### src/rtl/instr_queue_pkg.sv
// Shared types for the instruction-queue slice: decoded control word,
// RVFI debug word, and the queue's own entry / occupancy types.

package tomasula_types;
   typedef enum logic [3:0] {
      ARITH,
      LUI,
      AUIPC,
      JAL,
      JALR,
      BRANCH,
      LOAD,
      STORE
   } op_t;

   typedef struct packed {
      op_t         op;
      logic [31:0] pc;
      logic [4:0]  rd;
      logic [4:0]  rs1;
      logic [4:0]  rs2;
      logic [31:0] imm;
   } control_word;
endpackage

package rv32i_types;
   typedef struct packed {
      logic [31:0] order;
      logic [31:0] inst;
      logic [31:0] pc_rdata;
   } rvfi_word;
endpackage

package instr_queue_pkg;
   // Occupancy view of the queue, tracked alongside the count.
   typedef enum logic [1:0] {
      OCC_EMPTY,
      OCC_PARTIAL,
      OCC_FULL
   } occ_state_e;

   // One stored slot: the decoded instruction plus its debug word.
   typedef struct packed {
      tomasula_types::control_word cw;
      rv32i_types::rvfi_word       rvfi;
   } iq_entry_t;
endpackage

### src/rtl/iq_2_ir.sv
// Fetch/decode to instruction-queue link. Fetch raises ld_iq with a stable
// control word and rvfi word and holds them until the queue acknowledges
// (the acknowledge travels on a separate queue output, iq_ack).

interface IQ_2_IR;
   logic                        ld_iq;
   tomasula_types::control_word control_word;
   rv32i_types::rvfi_word       rvfi;

   modport IQ_SIG (input ld_iq, input control_word, input rvfi);
   modport IR_SIG (output ld_iq, output control_word, output rvfi);
endinterface

### src/rtl/iq_storage.sv
// Entry array for the instruction queue: one synchronous write port and one
// asynchronous read port. Contents are deliberately not reset.

module iq_storage
   import instr_queue_pkg::*;
#(
   parameter int DEPTH = 8,
   parameter int AW    = $clog2(DEPTH)
) (
   input  logic          clk,
   input  logic          wr_en,
   input  logic [AW-1:0] wr_addr,
   input  iq_entry_t     wr_data,
   input  logic [AW-1:0] rd_addr,
   output iq_entry_t     rd_data
);

   iq_entry_t mem_q [DEPTH];
   iq_entry_t mem_d [DEPTH];

   // Next array contents: only the addressed slot changes on a write.
   always_comb begin
      mem_d = mem_q;
      if (wr_en) begin
         mem_d[wr_addr] = wr_data;
      end
   end

   // Array register update.
   always_ff @(posedge clk) begin
      mem_q <= mem_d;
   end

   assign rd_data = mem_q[rd_addr];

endmodule

### src/rtl/instr_queue.sv
// In-order instruction queue between fetch/decode and dispatch.
//
// Handshakes:
//   enqueue  : iq_ack = ld_iq & ~full & ~flush_ip (& ~rst); a word is written
//              on every edge where iq_ack is high. Fetch holds ld_iq and data
//              until it sees iq_ack. iq_ack never depends on dispatch_ready,
//              so a full queue refuses even when a dequeue happens that cycle.
//   dispatch : dispatch_valid = ~empty & ~flush_ip (& ~rst); the head is
//              consumed on every edge where dispatch_valid & dispatch_ready.
//              dispatch_cw/dispatch_rvfi always show the head slot.
// No bypass: a word enqueued in cycle N is first visible in cycle N+1.
// flush_ip and rst both discard all contents at the edge; rst wins.

module instr_queue
   import instr_queue_pkg::*;
#(
   parameter int DEPTH = 8,
   parameter int CW    = 1
) (
   input  logic                        clk,
   input  logic                        rst,
   IQ_2_IR.IQ_SIG                      iq_ir_itf,
   output logic                        iq_ack,
   input  logic                        flush_ip,
   input  logic                        dispatch_ready,
   output logic                        dispatch_valid,
   output tomasula_types::control_word dispatch_cw,
   output rv32i_types::rvfi_word       dispatch_rvfi,
   output logic                        iq_empty,
   output logic                        iq_full,
   output logic [$clog2(DEPTH):0]      iq_count,
   output occ_state_e                  iq_state
);

   localparam int AW    = $clog2(DEPTH);
   localparam int CNT_W = AW + 1;

   if ((DEPTH < 2) || ((DEPTH & (DEPTH - 1)) != 0) || (CW < 1)) begin : g_bad_param
      $error("instr_queue: DEPTH must be a power of two >= 2 and CW >= 1");
   end

   logic [AW-1:0]    rd_ptr_q, rd_ptr_d;
   logic [AW-1:0]    wr_ptr_q, wr_ptr_d;
   logic [CNT_W-1:0] count_q, count_d;
   occ_state_e       state_q, state_d;

   logic      enq;
   logic      deq;
   iq_entry_t wr_entry;
   iq_entry_t rd_entry;

   assign iq_empty       = (count_q == '0);
   assign iq_full        = (count_q == CNT_W'(DEPTH));
   assign iq_ack         = iq_ir_itf.ld_iq & ~iq_full & ~flush_ip & ~rst;
   assign dispatch_valid = ~iq_empty & ~flush_ip & ~rst;
   assign enq            = iq_ack;
   assign deq            = dispatch_valid & dispatch_ready;

   assign wr_entry = '{cw: iq_ir_itf.control_word, rvfi: iq_ir_itf.rvfi};

   iq_storage #(.DEPTH(DEPTH), .AW(AW)) u_storage (
      .clk     (clk),
      .wr_en   (enq),
      .wr_addr (wr_ptr_q),
      .wr_data (wr_entry),
      .rd_addr (rd_ptr_q),
      .rd_data (rd_entry)
   );

   assign dispatch_cw   = rd_entry.cw;
   assign dispatch_rvfi = rd_entry.rvfi;
   assign iq_count      = count_q;
   assign iq_state      = state_q;

   // Pointer and count next-state; a flush discards everything at once.
   always_comb begin
      rd_ptr_d = rd_ptr_q;
      wr_ptr_d = wr_ptr_q;
      count_d  = count_q;
      if (flush_ip) begin
         rd_ptr_d = '0;
         wr_ptr_d = '0;
         count_d  = '0;
      end else begin
         if (enq) begin
            wr_ptr_d = wr_ptr_q + AW'(1);
         end
         if (deq) begin
            rd_ptr_d = rd_ptr_q + AW'(1);
         end
         if (enq && !deq) begin
            count_d = count_q + CNT_W'(1);
         end else if (deq && !enq) begin
            count_d = count_q - CNT_W'(1);
         end
      end
   end

   // Occupancy FSM transitions, driven by the same enqueue/dequeue events.
   always_comb begin
      state_d = state_q;
      unique case (state_q)
         OCC_EMPTY: begin
            if (enq) state_d = OCC_PARTIAL;
         end
         OCC_PARTIAL: begin
            if (enq && !deq && (count_q == CNT_W'(DEPTH - 1))) begin
               state_d = OCC_FULL;
            end else if (deq && !enq && (count_q == CNT_W'(1))) begin
               state_d = OCC_EMPTY;
            end
         end
         OCC_FULL: begin
            if (deq) state_d = OCC_PARTIAL;
         end
         default: state_d = OCC_EMPTY;
      endcase
      if (flush_ip) begin
         state_d = OCC_EMPTY;
      end
   end

   // Control registers; synchronous reset has priority over everything.
   always_ff @(posedge clk) begin
      if (rst) begin
         rd_ptr_q <= '0;
         wr_ptr_q <= '0;
         count_q  <= '0;
         state_q  <= OCC_EMPTY;
      end else begin
         rd_ptr_q <= rd_ptr_d;
         wr_ptr_q <= wr_ptr_d;
         count_q  <= count_d;
         state_q  <= state_d;
      end
   end

endmodule
### src/flat_wrapper.sv
// flat-port wrapper written by rule: the top's interface ports become plain ports
module instr_queue_flat import instr_queue_pkg::*;
#(
   parameter int DEPTH = 8,
   parameter int CW    = 1
)
  (clk, rst, iq_ack, flush_ip, dispatch_ready, dispatch_valid, dispatch_cw, dispatch_rvfi, iq_empty, iq_full, iq_count, iq_state, iq_ir_itf_ld_iq, iq_ir_itf_control_word, iq_ir_itf_rvfi);
  IQ_2_IR iq_ir_itf_i ();
  input  logic clk;
  input  logic rst;
  output logic iq_ack;
  input  logic flush_ip;
  input  logic dispatch_ready;
  output logic dispatch_valid;
  output tomasula_types::control_word dispatch_cw;
  output rv32i_types::rvfi_word dispatch_rvfi;
  output logic iq_empty;
  output logic iq_full;
  output logic [$clog2(DEPTH):0] iq_count;
  output occ_state_e iq_state;
  input wire logic [$bits(iq_ir_itf_i.ld_iq)-1:0] iq_ir_itf_ld_iq;
  input wire logic [$bits(iq_ir_itf_i.control_word)-1:0] iq_ir_itf_control_word;
  input wire logic [$bits(iq_ir_itf_i.rvfi)-1:0] iq_ir_itf_rvfi;
  assign iq_ir_itf_i.ld_iq = iq_ir_itf_ld_iq;
  assign iq_ir_itf_i.control_word = iq_ir_itf_control_word;
  assign iq_ir_itf_i.rvfi = iq_ir_itf_rvfi;
  instr_queue #(.DEPTH(DEPTH), .CW(CW)) u_core (.clk(clk), .rst(rst), .iq_ir_itf(iq_ir_itf_i), .iq_ack(iq_ack), .flush_ip(flush_ip), .dispatch_ready(dispatch_ready), .dispatch_valid(dispatch_valid), .dispatch_cw(dispatch_cw), .dispatch_rvfi(dispatch_rvfi), .iq_empty(iq_empty), .iq_full(iq_full), .iq_count(iq_count), .iq_state(iq_state));
endmodule
### config.mk
export PLATFORM = sky130hd
export DESIGN_NAME = instr_queue_flat
export DESIGN_NICKNAME = d
export VERILOG_FILES = /design/src/rtl/instr_queue_pkg.sv /design/src/rtl/iq_2_ir.sv /design/src/rtl/iq_storage.sv /design/src/rtl/instr_queue.sv /design/src/flat_wrapper.sv
export SDC_FILE = /design/constraint.sdc
export NUM_CORES = 2
export LEC_CHECK = 0
export ABC_AREA = 1
export BUFFER_PORTS_ARGS = -buffer_cell sky130_fd_sc_hd__buf_4
export CAP_MARGIN = 0
export CELL_PAD_IN_SITES_DETAIL_PLACEMENT = 2
export CELL_PAD_IN_SITES_GLOBAL_PLACEMENT = 2
export CORE_UTILIZATION = 40
export CTS_CLUSTER_DIAMETER = 200
export DETAILED_ROUTE_END_ITERATION = 6
export PLACE_DENSITY = 0.8
export SYNTH_ARGS = -nofsm -noshare
export SYNTH_HDL_FRONTEND = slang
export SYNTH_SLANG_ARGS = --single-unit
### constraint.sdc
create_clock -name clk -period 23.4 [get_ports clk]
set_input_delay 1.17 -clock clk [delete_from_list [all_inputs] [get_ports clk]]
set_output_delay 1.17 -clock clk [all_outputs]
set_load 0.01 [all_outputs]
==> results.py <==
metrics = {
    "synth": {
        "synth-compound-area-share": 0.0965,
        "synth_top_family_by_area": "simple AND/OR/NAND/NOR gates",
        "synthAdderAreaFrac": 0.00155,
        "yosysTopAreaCell": "edfxtp_1",
        "synthTopCellsByArea": "edfxtp_1 76%, nor2_1 7.3%, o21ai_1 6.1%",
        "synth_seq_cells": 1444,
        "synth_mux_area_frac": 0,
        "avgSynthCellArea_sq_um": 12.6,
        "synth_fp_nets": 4697,
        "synthSimpleGateAreaFrac": 0.111,
        "netlist_instances": 4506,
        "yosys_warnings": 0,
        "synth_xor_xnor_area_share": 0.000155,
        "synth_area_sq_um": 56600,
        "ys_types": 24,
        "yosysTopAreaCellShare": 0.759,
        "ys_seq_area_frac": 0.763,
    },
    "floorplan": {
        "ioPinCount": 373,
        "die_w_microns": 378,
        "rows": 137,
        "die_area_sq_um": 143000,
        "die_h_microns": 378,
        "start_util": 0.404,
        "core-area_sq_um": 140000,
    },
    "global_route": {
        "grt_max_degree": 220,
        "first_global_vias": 42000,
        "grt_pass1_wl_microns": 265000,
        "antenna_found_initial": 33,
        "grt_usage": 0.250,
        "overflow": 0,
    },
    "clock_tree": {
        "insertion_delay_ps": 760,
        "cts_tree": "built",
        "clock-sinks": 1444,
        "clock-root-buffer": "clkbuf_16",
        "post_cts_buffers": 0,
        "htreeDepth": 4,
        "clockBufferDepth": 3,
        "cts_resized": 0,
        "cts_hold_buf": 0,
        "clk_pin_slew_ps": 50,
        "cts_buffers": 157,
    },
    "final_layout": {
        "seq_area_sq_um": 43300,
        "final_common_cell": "edfxtp_1",
        "layout.cells.most_common_list": "1432 x edfxtp_1, 1086 x nor2_1, 686 x o21ai_1",
        "area.growth.synth_to_final_pct": 15.8,
        "fillCellCount": 13700,
        "multi_input_area_sq_um": 11900,
        "nets": 4996,
        "stdcell_count": 6817,
        "drive_gt1_frac": 0.128,
    },
    "routing": {
        "dr.pass1.iters": 5,
        "route.detailed.drc": 0,
        "drt_wl_total_microns": 179000,
        "avgViaCountPerCell": 5.44,
        "ant_nets": 0,
        "vias": 37100,
        "drt_iter0_markers": 2293,
        "wl_per_cell_microns": 26.3,
    },
    "sta": {
        "worst_pin_slew_ps": 1230,
        "hold_viol": 0,
        "setup_viol": 0,
        "fin_crit_sh": 0.261,
        "layout_min_cycle_time_ps": 6100,
        "finalSetupTns_ps": 0,
        "fin_ws_ps": 17300,
        "slew_violations": 0,
        "skew_ps": 23.6,
        "timing.fmax_ghz": 0.164,
        "rsz0062_at_grt": "false",
        "maxSlewHeadroom": 0.181,
        "whs_ps": 555,
    },
    "worst_setup_path": {
        "cpPeakStageDelay_ps": 980,
        "crit_family": "buffers and inverters",
        "path_max_fanout": 219,
        "arrival_ps": 4930,
        "setup.worst_path.class": "reg2out",
        "required_ps": 22230,
        "critPathCaptureType": "output port",
        "crit_path_cell_trace": "inv_16 -> buf_12 -> buf_4 -> o21ai_1 -> o21ai_1 -> nand2_1 -> nand2_1 -> buf_4",
        "cp_slowest_cell": "buf_4",
        "path_buf_inv": 4,
        "worstSetupStartpointType": "flip-flop",
    },
    "outcome": {
        "run_status": "finished, final reports clean",
    },
    "place": {
        "port_buffers": 372,
        "place_congestion": 0.743,
        "dp_hpwl_microns": 97600,
        "dp.cells": 6522,
        "dp_slack_ps": 17740,
    },
    "worst_hold_path": {
        "min_path_type": "reg2reg",
    },
    "pwr": {
        "leakagePower_nw": 22.7,
        "peakVddDrop_mv": 0.0595,
        "p_per_area_nw_per_um2": 81.6,
    },
    "flow_run": {
        "cap_viol_max_count": 0,
    },
}
==> path summary, 6_finish.rpt <==
kind	endpoint	slack [ps]	from	cells after the start
worst max-delay path	dispatch_rvfi[84]	17300	u_core.rd_ptr_q[0]$_SDFFE_PP0P_	8
worst min register to register	u_core.wr_ptr_q[0]$_SDFFE_PP0P_	560	u_core.wr_ptr_q[0]$_SDFFE_PP0P_	2
worst min-delay path	u_core.wr_ptr_q[0]$_SDFFE_PP0P_	560	u_core.wr_ptr_q[0]$_SDFFE_PP0P_	2
worst max register to register	u_core.u_storage.mem_q[1284]$_DFFE_PP_	18880	u_core.iq_count[0]$_SDFFE_PP0P_	8
==> cell usage after synthesis (all sizes together) <==
cell type,n
edfxtp,1432
nor2,1094
o21ai,1082
nand2,555
buf,174
clkbuf,105
inv,21
dfxtp,12
a21oi,8
nand3,8
ha,7
nor3,3
nand3b,1
nand4,1
o211ai,1
or2,1
xnor2,1
==> worst min-delay path: cells and delay by family (launching register included) <==
family	cells	cell delay, ps
AO/OA/AOI/OAI	1	70
flip-flops	1	340
AND/OR/NAND/NOR	1	90
==> layer usage <==
metal	vias to the layer above	global-route usage	routed length, microns
met2	767	0.446	93500
met3	307	0.0585	9540
met5	-	0	272
met1	19400	0.290	70800
met4	42	0.0910	5150
li1	16600	-	-
==> flip-flops by register name, summed over array words and instances (netlist names) <==
| signal | flops |
|---|---|
| u_core.wr_ptr_q | 3 |
| u_core.rd_ptr_q | 3 |
| u_core.u_storage.mem_q | 1432 |
| u_core.iq_state | 2 |
| u_core.iq_count | 4 |
==> final cells by class <==
type,instances,area share
Tap cell,1876,0.0358
Inverter,21,0.00156
Antenna cell,11,0.000420
Clock buffer,207,0.0640
Multi-Input combinational cell,2762,0.181
Sequential cell,1444,0.659
Timing Repair Buffer,419,0.0495
Clock inverter,77,0.00811
==> report_power, final <==
group	total, mW	internal, mW	switching [mW]
registers	2.86	2.86	0.00446
clock network	2.35	1.33	1.02
logic	0.144	0.0491	0.0946
total	5.35	4.23	1.12
==> metrics by stage <==
stage	power [mW]	util	instance area, sq um
floorplan	2.96	-	56600
global placement	3.05	0.434	60800
detailed placement	3.06	0.434	60800
CTS	5.41	0.468	65600
global route	5.50	0.468	65600
finish	5.35	0.468	65600
==> cells by family (layout without fill, tap and decap cells) <==
| group | Yosys count | in the layout |
|---|---|---|
| simple gates | 1663 | 1663 |
| flops | 1444 | 1444 |
| compound gates | 1091 | 1091 |
| buf+inv | 300 | 724 |
| fa+ha+maj | 7 | 7 |
| xor+xnor | 1 | 1 |
| other cells | 0 | 11 |
(Power assumes the default switching activity.)
